## src/rtl/reset_sequencer_if.sv

```systemverilog
// Soft-reset request and staged reset status bundle for reset_sequencer.
interface reset_sequencer_if #(
    parameter int unsigned NUM_OUT = 3
);
    logic               req;
    logic [NUM_OUT-1:0] rst_out_n;
    logic               ready;
    logic [1:0]         state;
    logic [7:0]         rst_cnt;

    modport master (output req, input rst_out_n, ready, state, rst_cnt);
    modport slave  (input req, output rst_out_n, ready, state, rst_cnt);
endinterface

```

## src/rtl/reset_sequencer.sv

```systemverilog
// Staged active-low reset generator: immediate assert on power-on or filtered
// soft request, stretched and staggered synchronous release, bit 0 first.
module reset_sequencer #(
    parameter int unsigned STRETCH   = 4,
    parameter int unsigned STAGE_GAP = 2,
    parameter int unsigned NUM_OUT   = 3,
    parameter int unsigned FILTER    = 2
) (
    input  logic             clk_i,
    input  logic             rst_i,
    reset_sequencer_if.slave bus
);

    localparam int unsigned MAX_CNT = (STRETCH > STAGE_GAP) ? STRETCH : STAGE_GAP;
    localparam int unsigned CW      = (MAX_CNT > 1) ? $clog2(MAX_CNT) : 1;
    localparam int unsigned FW      = (FILTER > 1) ? $clog2(FILTER) : 1;
    localparam int unsigned SW      = (NUM_OUT > 1) ? $clog2(NUM_OUT) : 1;

    localparam logic [FW-1:0] FILT_MAX  = FW'(FILTER - 1);
    localparam logic [CW-1:0] HOLD_LAST = CW'(STRETCH - 1);
    localparam logic [CW-1:0] GAP_LAST  = CW'(STAGE_GAP - 1);
    localparam logic [SW-1:0] STG_LAST  = SW'(NUM_OUT - 1);

    typedef enum logic [1:0] {
        ST_ASSERT  = 2'd0,
        ST_HOLD    = 2'd1,
        ST_RELEASE = 2'd2,
        ST_RUN     = 2'd3
    } state_e;

    state_e             state_q;
    logic               s1_q;
    logic               req_s_q;
    logic [FW-1:0]      fcnt_q;
    logic [FW-1:0]      fcnt_d;
    logic [CW-1:0]      cnt_q;
    logic [SW-1:0]      stage_q;
    logic [NUM_OUT-1:0] rst_out_n_q;
    logic               ready_q;
    logic [7:0]         rst_cnt_q;
    logic               req_acc_c;

    function automatic logic [7:0] sat_inc(input logic [7:0] v);
        return (v == 8'hFF) ? v : v + 8'd1;
    endfunction

    // Request is accepted once req_s has been high for FILTER consecutive edges.
    assign req_acc_c = req_s_q && (fcnt_q == FILT_MAX);

    always_comb begin
        fcnt_d = '0;
        if (req_s_q) begin
            fcnt_d = (fcnt_q == FILT_MAX) ? fcnt_q : fcnt_q + FW'(1);
        end
    end

    always_ff @(posedge clk_i or posedge rst_i) begin
        if (rst_i) begin
            s1_q    <= 1'b0;
            req_s_q <= 1'b0;
            fcnt_q  <= '0;
        end else begin
            s1_q    <= bus.req;
            req_s_q <= s1_q;
            fcnt_q  <= fcnt_d;
        end
    end

    // Sequencer FSM; an accepted request outside ASSERT aborts without counting.
    always_ff @(posedge clk_i or posedge rst_i) begin
        if (rst_i) begin
            state_q     <= ST_ASSERT;
            cnt_q       <= '0;
            stage_q     <= '0;
            rst_out_n_q <= '0;
            ready_q     <= 1'b0;
            rst_cnt_q   <= '0;
        end else if (state_q != ST_ASSERT && req_acc_c) begin
            state_q     <= ST_ASSERT;
            cnt_q       <= '0;
            stage_q     <= '0;
            rst_out_n_q <= '0;
            ready_q     <= 1'b0;
        end else begin
            case (state_q)
                ST_ASSERT: begin
                    if (!req_s_q) begin
                        state_q <= ST_HOLD;
                        cnt_q   <= '0;
                    end
                end
                ST_HOLD: begin
                    if (cnt_q == HOLD_LAST) begin
                        cnt_q       <= '0;
                        stage_q     <= SW'(1);
                        rst_out_n_q <= NUM_OUT'(1);
                        if (NUM_OUT == 1) begin
                            state_q   <= ST_RUN;
                            ready_q   <= 1'b1;
                            rst_cnt_q <= sat_inc(rst_cnt_q);
                        end else begin
                            state_q <= ST_RELEASE;
                        end
                    end else begin
                        cnt_q <= cnt_q + CW'(1);
                    end
                end
                ST_RELEASE: begin
                    if (cnt_q == GAP_LAST) begin
                        cnt_q       <= '0;
                        rst_out_n_q <= (rst_out_n_q << 1) | NUM_OUT'(1);
                        if (stage_q == STG_LAST) begin
                            state_q   <= ST_RUN;
                            ready_q   <= 1'b1;
                            rst_cnt_q <= sat_inc(rst_cnt_q);
                        end else begin
                            stage_q <= stage_q + SW'(1);
                        end
                    end else begin
                        cnt_q <= cnt_q + CW'(1);
                    end
                end
                ST_RUN: begin
                    ready_q <= 1'b1;
                end
                default: state_q <= ST_ASSERT;
            endcase
        end
    end

    assign bus.rst_out_n = rst_out_n_q;
    assign bus.ready     = ready_q;
    assign bus.state     = state_q;
    assign bus.rst_cnt   = rst_cnt_q;

endmodule

```

## src/flat_wrapper.sv

```systemverilog
// flat-port wrapper written by rule: the top's interface ports become plain ports
module reset_sequencer_flat 
#(
    parameter int unsigned STRETCH   = 4,
    parameter int unsigned STAGE_GAP = 2,
    parameter int unsigned NUM_OUT   = 3,
    parameter int unsigned FILTER    = 2
)
  (clk_i, rst_i, bus_req, bus_rst_out_n, bus_ready, bus_state, bus_rst_cnt);
  reset_sequencer_if #(.NUM_OUT(NUM_OUT)) bus_i ();
  input  logic clk_i;
  input  logic rst_i;
  input wire logic [$bits(bus_i.req)-1:0] bus_req;
  output wire logic [$bits(bus_i.rst_out_n)-1:0] bus_rst_out_n;
  output wire logic [$bits(bus_i.ready)-1:0] bus_ready;
  output wire logic [$bits(bus_i.state)-1:0] bus_state;
  output wire logic [$bits(bus_i.rst_cnt)-1:0] bus_rst_cnt;
  assign bus_i.req = bus_req;
  assign bus_rst_out_n = bus_i.rst_out_n;
  assign bus_ready = bus_i.ready;
  assign bus_state = bus_i.state;
  assign bus_rst_cnt = bus_i.rst_cnt;
  reset_sequencer #(.STRETCH(STRETCH), .STAGE_GAP(STAGE_GAP), .NUM_OUT(NUM_OUT), .FILTER(FILTER)) u_core (.clk_i(clk_i), .rst_i(rst_i), .bus(bus_i));
endmodule
```

## config.mk

```make
export PLATFORM = sky130hd
export DESIGN_NAME = reset_sequencer_flat
export DESIGN_NICKNAME = d
export VERILOG_FILES = /design/src/rtl/reset_sequencer_if.sv /design/src/rtl/reset_sequencer.sv /design/src/flat_wrapper.sv
export SDC_FILE = /design/constraint.sdc
export NUM_CORES = 1
export LEC_CHECK = 0
export ABC_AREA = 0
export ABC_CLOCK_PERIOD_IN_PS = 5900
export CAP_MARGIN = 5
export CELL_PAD_IN_SITES_DETAIL_PLACEMENT = 0
export CELL_PAD_IN_SITES_GLOBAL_PLACEMENT = 1
export CORE_AREA = 5 5 57 59
export DETAILED_ROUTE_END_ITERATION = 8
export DIE_AREA = 0 0 62 64
export GPL_TIMING_DRIVEN = 0
export PLACE_DENSITY_LB_ADDON = 0.3
export SLEW_MARGIN = 20
export SYNTH_ARGS = -nofsm -noshare
export SYNTH_HDL_FRONTEND = slang
export SYNTH_SLANG_ARGS = --single-unit
```

## constraint.sdc

```tcl
create_clock -name clk_i -period 5.9 [get_ports clk_i]
set_clock_uncertainty 0.2 [all_clocks]
set_input_delay 0.59 -clock clk_i [delete_from_list [all_inputs] [get_ports clk_i]]
set_output_delay 0.59 -clock clk_i [all_outputs]
set_load 0.005 [all_outputs]
```

==> results of run 1 <==
==> flip-flops by register name, summed over array words and instances, names as in the netlist <==
register              cells
u_core.bus.rst_cnt        8
u_core.req_s_q            1
u_core.bus.ready          1
u_core.cnt_q              2
u_core.bus.rst_out_n      3
u_core.bus.state          2
u_core.stage_q            2
u_core.s1_q               1
u_core.fcnt_q             1
==> metrics by stage <==
stage	std cells	hold slack (ns)	setup slack [ns]	area [µm²]	util
floorplan	105	0.131	3.88	1120	-
global placement	152	0.141	3.72	1320	0.496
detailed placement	152	0.142	3.71	1320	0.496
CTS	156	0.174	3.69	1350	0.506
global route	156	0.184	3.53	1350	0.506
finish	156	0.168	3.69	1350	0.506
==> worst max-delay path, stage by stage, from the launching register on <==
cell and delay, ns:
dfrtp_1 0.46, inv_1 0.19, ha_1 0.30, nand3_1 0.17
a211oi_4 0.41, mux2_2 0.38
==> cell type report <==
| class | count | area (µm²) |
|---|---|---|
| plain buffers | 1 | 11.3 |
| repair buffers | 16 | 160 |
| flip-flops and latches | 21 | 526 |
| well taps | 31 | 38.8 |
| clock buffers | 4 | 26.3 |
| multi-input cells | 75 | 554 |
| inverters | 8 | 30.0 |
| fillers | 254 | 1320 |
==> final timing paths <==
kind / startpoint / end / depth (start not counted)
setup / recovery: u_core.bus.state[0] / u_core.bus.rst_cnt[1] / 5
hold / removal: u_core.s1_q / u_core.req_s_q / 0
setup reg to reg: u_core.bus.state[0] / u_core.bus.rst_cnt[1] / 5
hold reg to reg: u_core.s1_q / u_core.req_s_q / 0
max in group asynchronous: rst_i / u_core.bus.rst_cnt[0] / 2
min in group asynchronous: rst_i / u_core.bus.rst_out_n[2] / 2
==> logic make-up after synthesis <==
kind of cell / Yosys count / synth area share
AND/OR/NAND/NOR: 38 / 0.181
flip-flops: 21 / 0.469
AO/OA/AOI/OAI: 18 / 0.119
adder cells (fa/ha/maj): 11 / 0.123
buffers and inverters: 9 / 0.0368
XOR/XNOR: 7 / 0.0614
multiplexers: 1 / 0.0100
==> power breakdown <==
part	internal, mW	switching, mW	total [mW]
logic	0.107	0.131	0.237
clock network	0.0263	0.0411	0.0674
registers	0.176	0.0312	0.207
==> cells in the final DEF (no fill, tap or decap), types with 3 or more instances in the layout <==
master,count
inv_1,8
clkdlybuf4s50_1,16
xnor2_1,5
nor2_1,5
nand2b_1,4
nand4_1,3
nand2_1,13
dfrtp_1,21
clkbuf_4,3
a21oi_1,5
ha_1,11
nand3_1,4
==> per-layer routing <==
layer  track usage  share of wire  vias up
met2         0.187           0.46       12
met1         0.164           0.49      388
met5             0              0        -
met4        0.0318         0.0091        0
li1              -              -      402
met3        0.0362          0.043        2
==> metrics.cfg, run 1 <==
[routing]
postRouteAntennaNets = 0
drc_violation_count_after_routing = 0
drtIter0Drc = 28
post_drt_wl_per_cell_um = 13.4
finalWirelength_um = 2080
length_of_the_first_detailed_routing_pass_in_iterations = 4
drt-vias-per-instance = 5.15
dr_total_vias = 804

[setup_path]
critical_path.max_fanout = 8
critPathKind = reg2reg
cp.arrival_ns = 2.20
startpoint_type = register
ff2ff_setup_slack_ns = 3.69
element_type_at_the_critical_path_end = register
worstPathRequired_ns = 5.89

[timing]
final_period_minus_worst_setup_slack_ns = 2.21
slew_headroom = 0.455
timing.final.max_slew_violations = 0
setup_tns_ns = 0
final-hold-violation-count = 0
timing.fmax_ghz = 0.452
finalSetupViolations = 0
final.period_utilization = 0.375
worstMarginPinSlew_ns = 0.816
grt_setup_unrepaired = false

[clock_tree]
clock-root-buffer = clkbuf_4
ctsHtreeMaxLevel = 1
cts_sinks = 21
cts.repair.resized = 0
cts_hold_repair.buffers = 0
tritoncts = built
cts.repair_timing.setup_buffer_count = 0
tritoncts.num_buffers = 3
clock_insertion_delay_worst_skew_ns = 0.30
clock_path_buffers = 2
clk_pin_slew_worst_setup_hold_paths_ns = 0.11

[yosys]
netlist_area_mm2 = 0.00112
synth.yosys.seq_area_share = 0.469
synth_cell_type_count = 31
synth_top_cells_by_area = dfrtp_1 (47%), ha_1 (12%), nand2_1 (4.4%)
synth_area_per_cell_um2 = 10.7
netlist_top_cells_count = dfrtp_1 (21), nand2_1 (13), ha_1 (11)
yosysWarningCount = 0
synth_most_common_cell = dfrtp_1
synth_flop_cell = dfrtp_1
synth-edff-count = 0
yosys_register_bits = 21
syn-instance-count = 105
synth_top_area_frac = 0.469
synth-async-reset-ratio = 1.00
postSynthNetCount = 119
synth_largest_area_cell = dfrtp_1

[floorplanning]
core_region_area_mm2 = 0.00266
die_y_um = 64
die_area_mm2 = 0.00397
die_x_um = 62
initial_utilization = 0.421
boundaryPins = 17
core.rowCount = 19

[power]
p_leak_nw = 0.620
vdd_drop_max_mv = 0.227
report.power.total_mw = 0.512
power.density_cell_area_mw_per_mm2 = 380

[final_layout]
drive_gt1_frac = 0.104
final_nets = 140
synthToLayoutAreaGrowth_pct = 20.1
n_antenna_cell = 0

[global_routing]
gr-usage-all-layers = 0.121
grt_pass1_wl_um = 3710
vias_in_the_first_global_route = 818
grt_max_degree = 22
grt_overflow = 0
antenna_found_initial = 0

[min_path]
worstHoldPathType = reg2reg

[placed_design]
buffer_ports.inserted = 16
gp_routability_congestion = 0.743
detailedPlacementHpwl_um = 1570

[flow_run]
max-cap-violations = 0

[outcome]
result_of_the_run = finished clean

(Power assumes the default switching activity.)
==> inputs of run 2 (changes only) <==
--- a/config.mk
+++ b/config.mk
@@ -6,13 +6,13 @@
 export NUM_CORES = 1
 export LEC_CHECK = 0
 export ABC_AREA = 0
-export ABC_CLOCK_PERIOD_IN_PS = 5900
+export ABC_CLOCK_PERIOD_IN_PS = 2020
 export CAP_MARGIN = 5
 export CELL_PAD_IN_SITES_DETAIL_PLACEMENT = 0
 export CELL_PAD_IN_SITES_GLOBAL_PLACEMENT = 1
-export CORE_AREA = 5 5 57 59
+export CORE_AREA = 5 5 62 64
 export DETAILED_ROUTE_END_ITERATION = 8
-export DIE_AREA = 0 0 62 64
+export DIE_AREA = 0 0 67 69
 export GPL_TIMING_DRIVEN = 0
 export PLACE_DENSITY_LB_ADDON = 0.3
 export SLEW_MARGIN = 20
==> constraint.sdc (replaced) <==
create_clock -name clk_i -period 2.02 [get_ports clk_i]
set_clock_uncertainty 0.2 [all_clocks]
set_input_delay 0.202 -clock clk_i [delete_from_list [all_inputs] [get_ports clk_i]]
set_output_delay 0.202 -clock clk_i [all_outputs]
set_load 0.005 [all_outputs]
==> metrics.cfg, run 2 (synthesized netlist as in run 1, its figures left out) <==
[power]
p_sw_mw = 0.643  ; +220%
power.switching_fraction = 0.387  ; -0.00924
p_leak_nw = 0.657  ; +6.0%
internal-power_mw = 1.02  ; +230%
power.density_cell_area_mw_per_mm2 = 1120  ; +190%
vdd_drop_max_mv = 0.655  ; +190%
power_frac_comb = 0.516  ; +0.052
seq_power_share = 0.363  ; -0.042
report.power.total_mw = 1.66  ; +220%
share_clk_of_total_power = 0.122  ; -0.010

[timing]
final_period_minus_worst_setup_slack_ns = 1.96  ; -0.255 ns
timing.final.max_slew_violations = 0  ; unchanged
final-hold-violation-count = 0  ; unchanged
worstMarginPinSlew_ns = 0.805  ; -0.0114 ns
slew_headroom = 0.463  ; +0.00762
setup_tns_ns = 0  ; unchanged
timing.fmax_ghz = 0.511  ; +13%
grt_setup_unrepaired = true
final.period_utilization = 0.968  ; +0.593
worst_hold_slack_ns = 0.118  ; -0.0502 ns
finalSetupViolations = 0  ; unchanged
fin_ws_ns = 0.0647  ; -3.63 ns

[outcome]
result_of_the_run = finished clean

[clock_tree]
clock_path_buffers = 2  ; unchanged
cts_hold_repair.buffers = 0  ; unchanged
ctsHtreeMaxLevel = 1  ; unchanged
clock_insertion_delay_worst_skew_ns = 0.30  ; about the same
clock-root-buffer = clkbuf_4
tritoncts = built
tritoncts.num_buffers = 3  ; unchanged
cts_sinks = 21  ; unchanged
clk_pin_slew_worst_setup_hold_paths_ns = 0.12  ; about the same

[global_routing]
layer_with_the_highest_usage_after_global_routing = met2
antenna_found_initial = 0  ; unchanged
vias_in_the_first_global_route = 831  ; +1.6%
grt_overflow = 0  ; unchanged
grt_pass1_wl_um = 3890  ; +4.8%
use_met1 = 0.151  ; -0.0130
grtUsageMet3 = 0.0357  ; -0.000503
met2_usage = 0.152  ; -0.0348
grt_max_degree = 22  ; unchanged
gr-usage-all-layers = 0.105  ; -0.0159

[routing]
drc_violation_count_after_routing = 0  ; unchanged
post_drt_wl_per_cell_um = 11.9  ; -11%
length_of_the_first_detailed_routing_pass_in_iterations = 4  ; unchanged
finalWirelength_um = 2130  ; +2.4%
drt-vias-per-instance = 4.57  ; -11%
drtIter0Drc = 45  ; +61%
dr_total_vias = 822  ; +2.2%
postRouteAntennaNets = 0  ; unchanged

[floorplanning]
core.rowCount = 21  ; +2
die_y_um = 69  ; +7.8%
die_area_mm2 = 0.00462  ; +17%
die_x_um = 67  ; +8.1%
boundaryPins = 17  ; unchanged
initial_utilization = 0.347  ; -0.0742
core_region_area_mm2 = 0.00323  ; +21%

[flow_run]
max-cap-violations = 0  ; unchanged

[setup_path]
worstPathRequired_ns = 2.05  ; -3.84 ns
critPathKind = reg2reg
critical_path.max_fanout = 6  ; -2
cp.arrival_ns = 1.99  ; -0.21 ns
startpoint_type = register
element_type_at_the_critical_path_end = register

[final_layout]
layout_commonest_cell = dfrtp_1
final_nets = 149  ; +6.4%
flip_flop_count_of_the_largest_register_all_copies_and_words_added = 8  ; unchanged
finalCoreUtilization = 0.459  ; -0.0469
synthToLayoutAreaGrowth_pct = 32.3
final_cells = 180  ; +15%
n_antenna_cell = 0  ; unchanged
most-common-layout-cells = dfrtp_1 (19), clkdlybuf4s50_1 (16), nand2_1 (13)
drive_gt1_frac = 0.231  ; +0.127
postLayoutCellArea_mm2 = 0.00148  ; +10%

[min_path]
worstHoldPathType = in2reg

[placed_design]
buffer_ports.inserted = 16  ; unchanged
dpl.cell_count = 167  ; +9.9%
placed_cell_area_mm2 = 0.00134  ; +1.8%
place_worst_setup_slack_ns = -0.192  ; -3.90 ns
gp_routability_congestion = 0.782  ; +5.3%
detailedPlacementHpwl_um = 1580  ; +0.39%

==> run 2: cell types whose count changed in the layout (fill, tap and decap cells not counted), moves of 2 or more <==
| cell | before | now |
|---|---|---|
| buf_4 | 0 | 8 |
| dfrtp_1 | 21 | 19 |
| dfrtp_2 | 0 | 2 |
| ha_1 | 11 | 7 |
| ha_2 | 0 | 2 |
| ha_4 | 0 | 2 |
| inv_1 | 8 | 6 |
==> run 2: area by class of cell <==
type / count / area, µm²
Fill cell: 317 / 1750
Multi-Input combinational cell: 75 / 589
Sequential cell: 21 / 528
Timing Repair Buffer: 25 / 231
Tap cell: 46 / 57.6
Inverter: 8 / 35.0
Clock buffer: 3 / 22.5
Buffer: 1 / 11.3
Clock inverter: 1 / 7.51
==> run 2: worst paths after layout <==
check,from,end,slack (ns),cells past startpoint
worst min-delay path,bus_req,u_core.s1_q,0.12,1
worst min register to register,u_core.s1_q,u_core.req_s_q,0.17,0
worst max register to register,u_core.bus.state[0],u_core.stage_q[1],0.06,6
max in group asynchronous,rst_i,u_core.bus.state[1],0.94,2
worst max-delay path,u_core.bus.state[0],u_core.stage_q[1],0.06,6
min in group asynchronous,rst_i,u_core.bus.rst_cnt[1],0.13,2
==> run 2: worst max-delay path, cell delays in order (launching register included) <==
cell,delay (ns)
dfrtp_2,0.43
clkinv_4,0.10
ha_2,0.23
nand2b_1,0.14
nand4_1,0.17
or3b_2,0.47
a21oi_1,0.14
==> run 2: power by group through the flow <==
| stage | Combinational [mW] | Sequential [mW] | Clock (mW) |
|---|---|---|---|
| finish | 0.857 | 0.602 | 0.202 |
| detailed placement | 0.693 | 0.618 | 0 |
| global route | 0.972 | 0.620 | 0.240 |
| CTS | 0.784 | 0.598 | 0.219 |
| global placement | 0.679 | 0.614 | 0 |
| floorplan | 0.449 | 0.604 | 0 |
==> run 2: metal layers <==
layer	share of wire	vias up
li1	-	426
met1	0.49	377
met2	0.47	19
met3	0.042	0
met4	0	0
met5	0	-
==> run 2: what timing repair did <==
item	4_1_cts	5_1_grt
pin swaps	1	1
endpoints found under the setup margin	9	8
resized for setup	5	7
buffers inserted	7	2
==> inputs of run 3 (changes only) <==
--- a/config.mk
+++ b/config.mk
@@ -14,7 +14,9 @@
 export DETAILED_ROUTE_END_ITERATION = 8
 export DIE_AREA = 0 0 67 69
 export GPL_TIMING_DRIVEN = 0
+export MAX_ROUTING_LAYER = met4
 export PLACE_DENSITY_LB_ADDON = 0.3
+export SETUP_SLACK_MARGIN = 0.15
 export SLEW_MARGIN = 20
 export SYNTH_ARGS = -nofsm -noshare
 export SYNTH_HDL_FRONTEND = slang
==> metrics.cfg, run 3 (synthesized netlist as in run 1, its figures left out) <==
[outcome]
result_of_the_run = finished clean

[timing]
final-hold-violation-count = 0  ; unchanged
final_period_minus_worst_setup_slack_ns = 1.97  ; +0.0156 ns
final.period_utilization = 0.976  ; +0.00772
slew_headroom = 0.455  ; -0.00794
fin_ws_ns = 0.0491  ; -0.0156 ns
finalSetupViolations = 0  ; unchanged
grt_setup_unrepaired = true
timing.fmax_ghz = 0.507  ; -0.79%
timing.final.max_slew_violations = 0  ; unchanged
worstMarginPinSlew_ns = 0.817  ; +0.0119 ns

[final_layout]
n_antenna_cell = 0  ; unchanged
drive_gt1_frac = 0.378  ; +0.146
synthToLayoutAreaGrowth_pct = 46.0
most-common-layout-cells = dfrtp_1 (18), clkdlybuf4s50_1 (16), buf_4 (15)
flip_flop_count_of_the_largest_register_all_copies_and_words_added = 8  ; unchanged
final_nets = 158  ; +6.0%
layout_commonest_cell = dfrtp_1

[placed_design]
detailedPlacementHpwl_um = 1650  ; +4.3%
place_worst_setup_slack_ns = -0.135  ; +0.0568 ns
buffer_ports.inserted = 16  ; unchanged
gp_routability_congestion = 0.735  ; -6.0%

[floorplanning]
initial_utilization = 0.347  ; unchanged
core.rowCount = 21  ; unchanged
boundaryPins = 17  ; unchanged
die_y_um = 69  ; unchanged
die_area_mm2 = 0.00462  ; unchanged
die_x_um = 67  ; unchanged
core_region_area_mm2 = 0.00323  ; unchanged

[min_path]
hold_path_end = u_core.s1_q
worstHoldPathType = in2reg
hold_depth = 1  ; unchanged
hp-start = bus_req

[setup_path]
cp.arrival_ns = 2.02  ; +0.03 ns
reg2reg_path_depth = 8  ; +2
worstPathRequired_ns = 2.07  ; +0.02 ns
critical_path.max_fanout = 5  ; -1
regToRegStartpoint = u_core.bus.state[1]
element_type_at_the_critical_path_end = register
r2r-end = u_core.bus.rst_cnt[4]
startpoint_type = register
ff2ff_setup_slack_ns = 0.05  ; -0.02 ns
critPathKind = reg2reg

[clock_tree]
clk_pin_slew_worst_setup_hold_paths_ns = 0.13  ; about the same
tritoncts = built
clock_path_buffers = 2  ; unchanged
clock-root-buffer = clkbuf_4
cts_sinks = 21  ; unchanged
clock_insertion_delay_worst_skew_ns = 0.32  ; +0.02 ns
tritoncts.num_buffers = 3  ; unchanged
ctsHtreeMaxLevel = 1  ; unchanged

[routing]
post_drt_wl_per_cell_um = 14.1  ; +19%
length_of_the_first_detailed_routing_pass_in_iterations = 4  ; unchanged
finalWirelength_um = 2660  ; +25%
drc_violation_count_after_routing = 0  ; unchanged
drtIter0Drc = 11  ; -76%
drt-vias-per-instance = 4.78  ; +4.6%
postRouteAntennaNets = 0  ; unchanged
dr_total_vias = 903  ; +9.9%

[global_routing]
grt_overflow = 0  ; unchanged
antenna_found_initial = 0  ; unchanged
grt_pass1_wl_um = 4440  ; +14%
vias_in_the_first_global_route = 928  ; +12%
grt_max_degree = 22  ; unchanged
gr-usage-all-layers = 0.127  ; +0.0218

[power]
vdd_drop_max_mv = 0.469  ; -28%
power.density_cell_area_mw_per_mm2 = 1220  ; +8.5%
report.power.total_mw = 1.99  ; +20%
p_leak_nw = 0.721  ; +9.7%

[flow_run]
max-cap-violations = 0  ; unchanged

[run 3: power breakdown]
group          switching (mW)  internal, mW
clock network           0.142        0.0741
logic                   0.578         0.597
registers              0.0796         0.519
[run 3: per-stage QoR]
step / utilization / hold slack, ns / cell area, µm² / TNS [ns] / cells
2_1_floorplan: - / -0.0215 / 1140 / 0 / 105
3_5_place_dp: 0.420 / 0.141 / 1360 / -0.619 / 167
4_1_cts: 0.477 / 0.0941 / 1540 / 0 / 187
5_1_grt: 0.506 / 0.0825 / 1640 / -0.0891 / 189
3_3_place_gp: 0.420 / 0.135 / 1360 / -0.456 / 167
6_report: 0.506 / 0.102 / 1640 / 0 / 189
[run 3: per-layer routing]
layer	global-route usage	part of all wire	vias to the layer above
met5	-	0	-
met4	0.0495	0.017	0
met2	0.206	0.53	12
li1	-	-	438
met3	0.0260	0.019	5
met1	0.152	0.44	448
[run 3: worst max-delay path, cell delays in order, from the launching register on]
cell and delay [ns]:
dfrtp_2 0.47, inv_2 0.10, ha_4 0.13, and3b_1 0.17, buf_6 0.12, a211oi_4 0.20
buf_6 0.15, and4_4 0.22, xor2_2 0.12
[run 3: cell type report]
cell class                      count  area [µm²]
Buffer                              1        11.3
Inverter                            8        32.5
Fill cell                         297        1600
Multi-Input combinational cell     75         672
Clock inverter                      1        5.00
Timing Repair Buffer               34         307
Tap cell                           46        57.6
Sequential cell                    21         529
Clock buffer                        3        22.5
[run 3: how the worst max path moves through the flow]
stage / cells past startpoint / slack, ns / endpoint / from
after floorplan: 7 / 0.03 / u_core.bus.rst_cnt[4] / u_core.bus.state[0]
after CTS: 8 / 0.08 / u_core.bus.rst_cnt[4] / u_core.bus.state[0]
after global placement: 7 / -0.12 / u_core.bus.rst_cnt[4] / u_core.bus.state[0]
final: 8 / 0.05 / u_core.bus.rst_cnt[4] / u_core.bus.state[1]
after global routing: 8 / -0.04 / u_core.bus.rst_cnt[6] / u_core.bus.state[1]
after detailed placement: 7 / -0.14 / u_core.bus.rst_cnt[4] / u_core.bus.state[0]
[run 3: what timing repair did]
action,CTS,global route
setup buffers,16,2
setup endpoints to repair,15,14
pin swaps,3,9
hold buffers,0,0
gates resized for setup,11,17
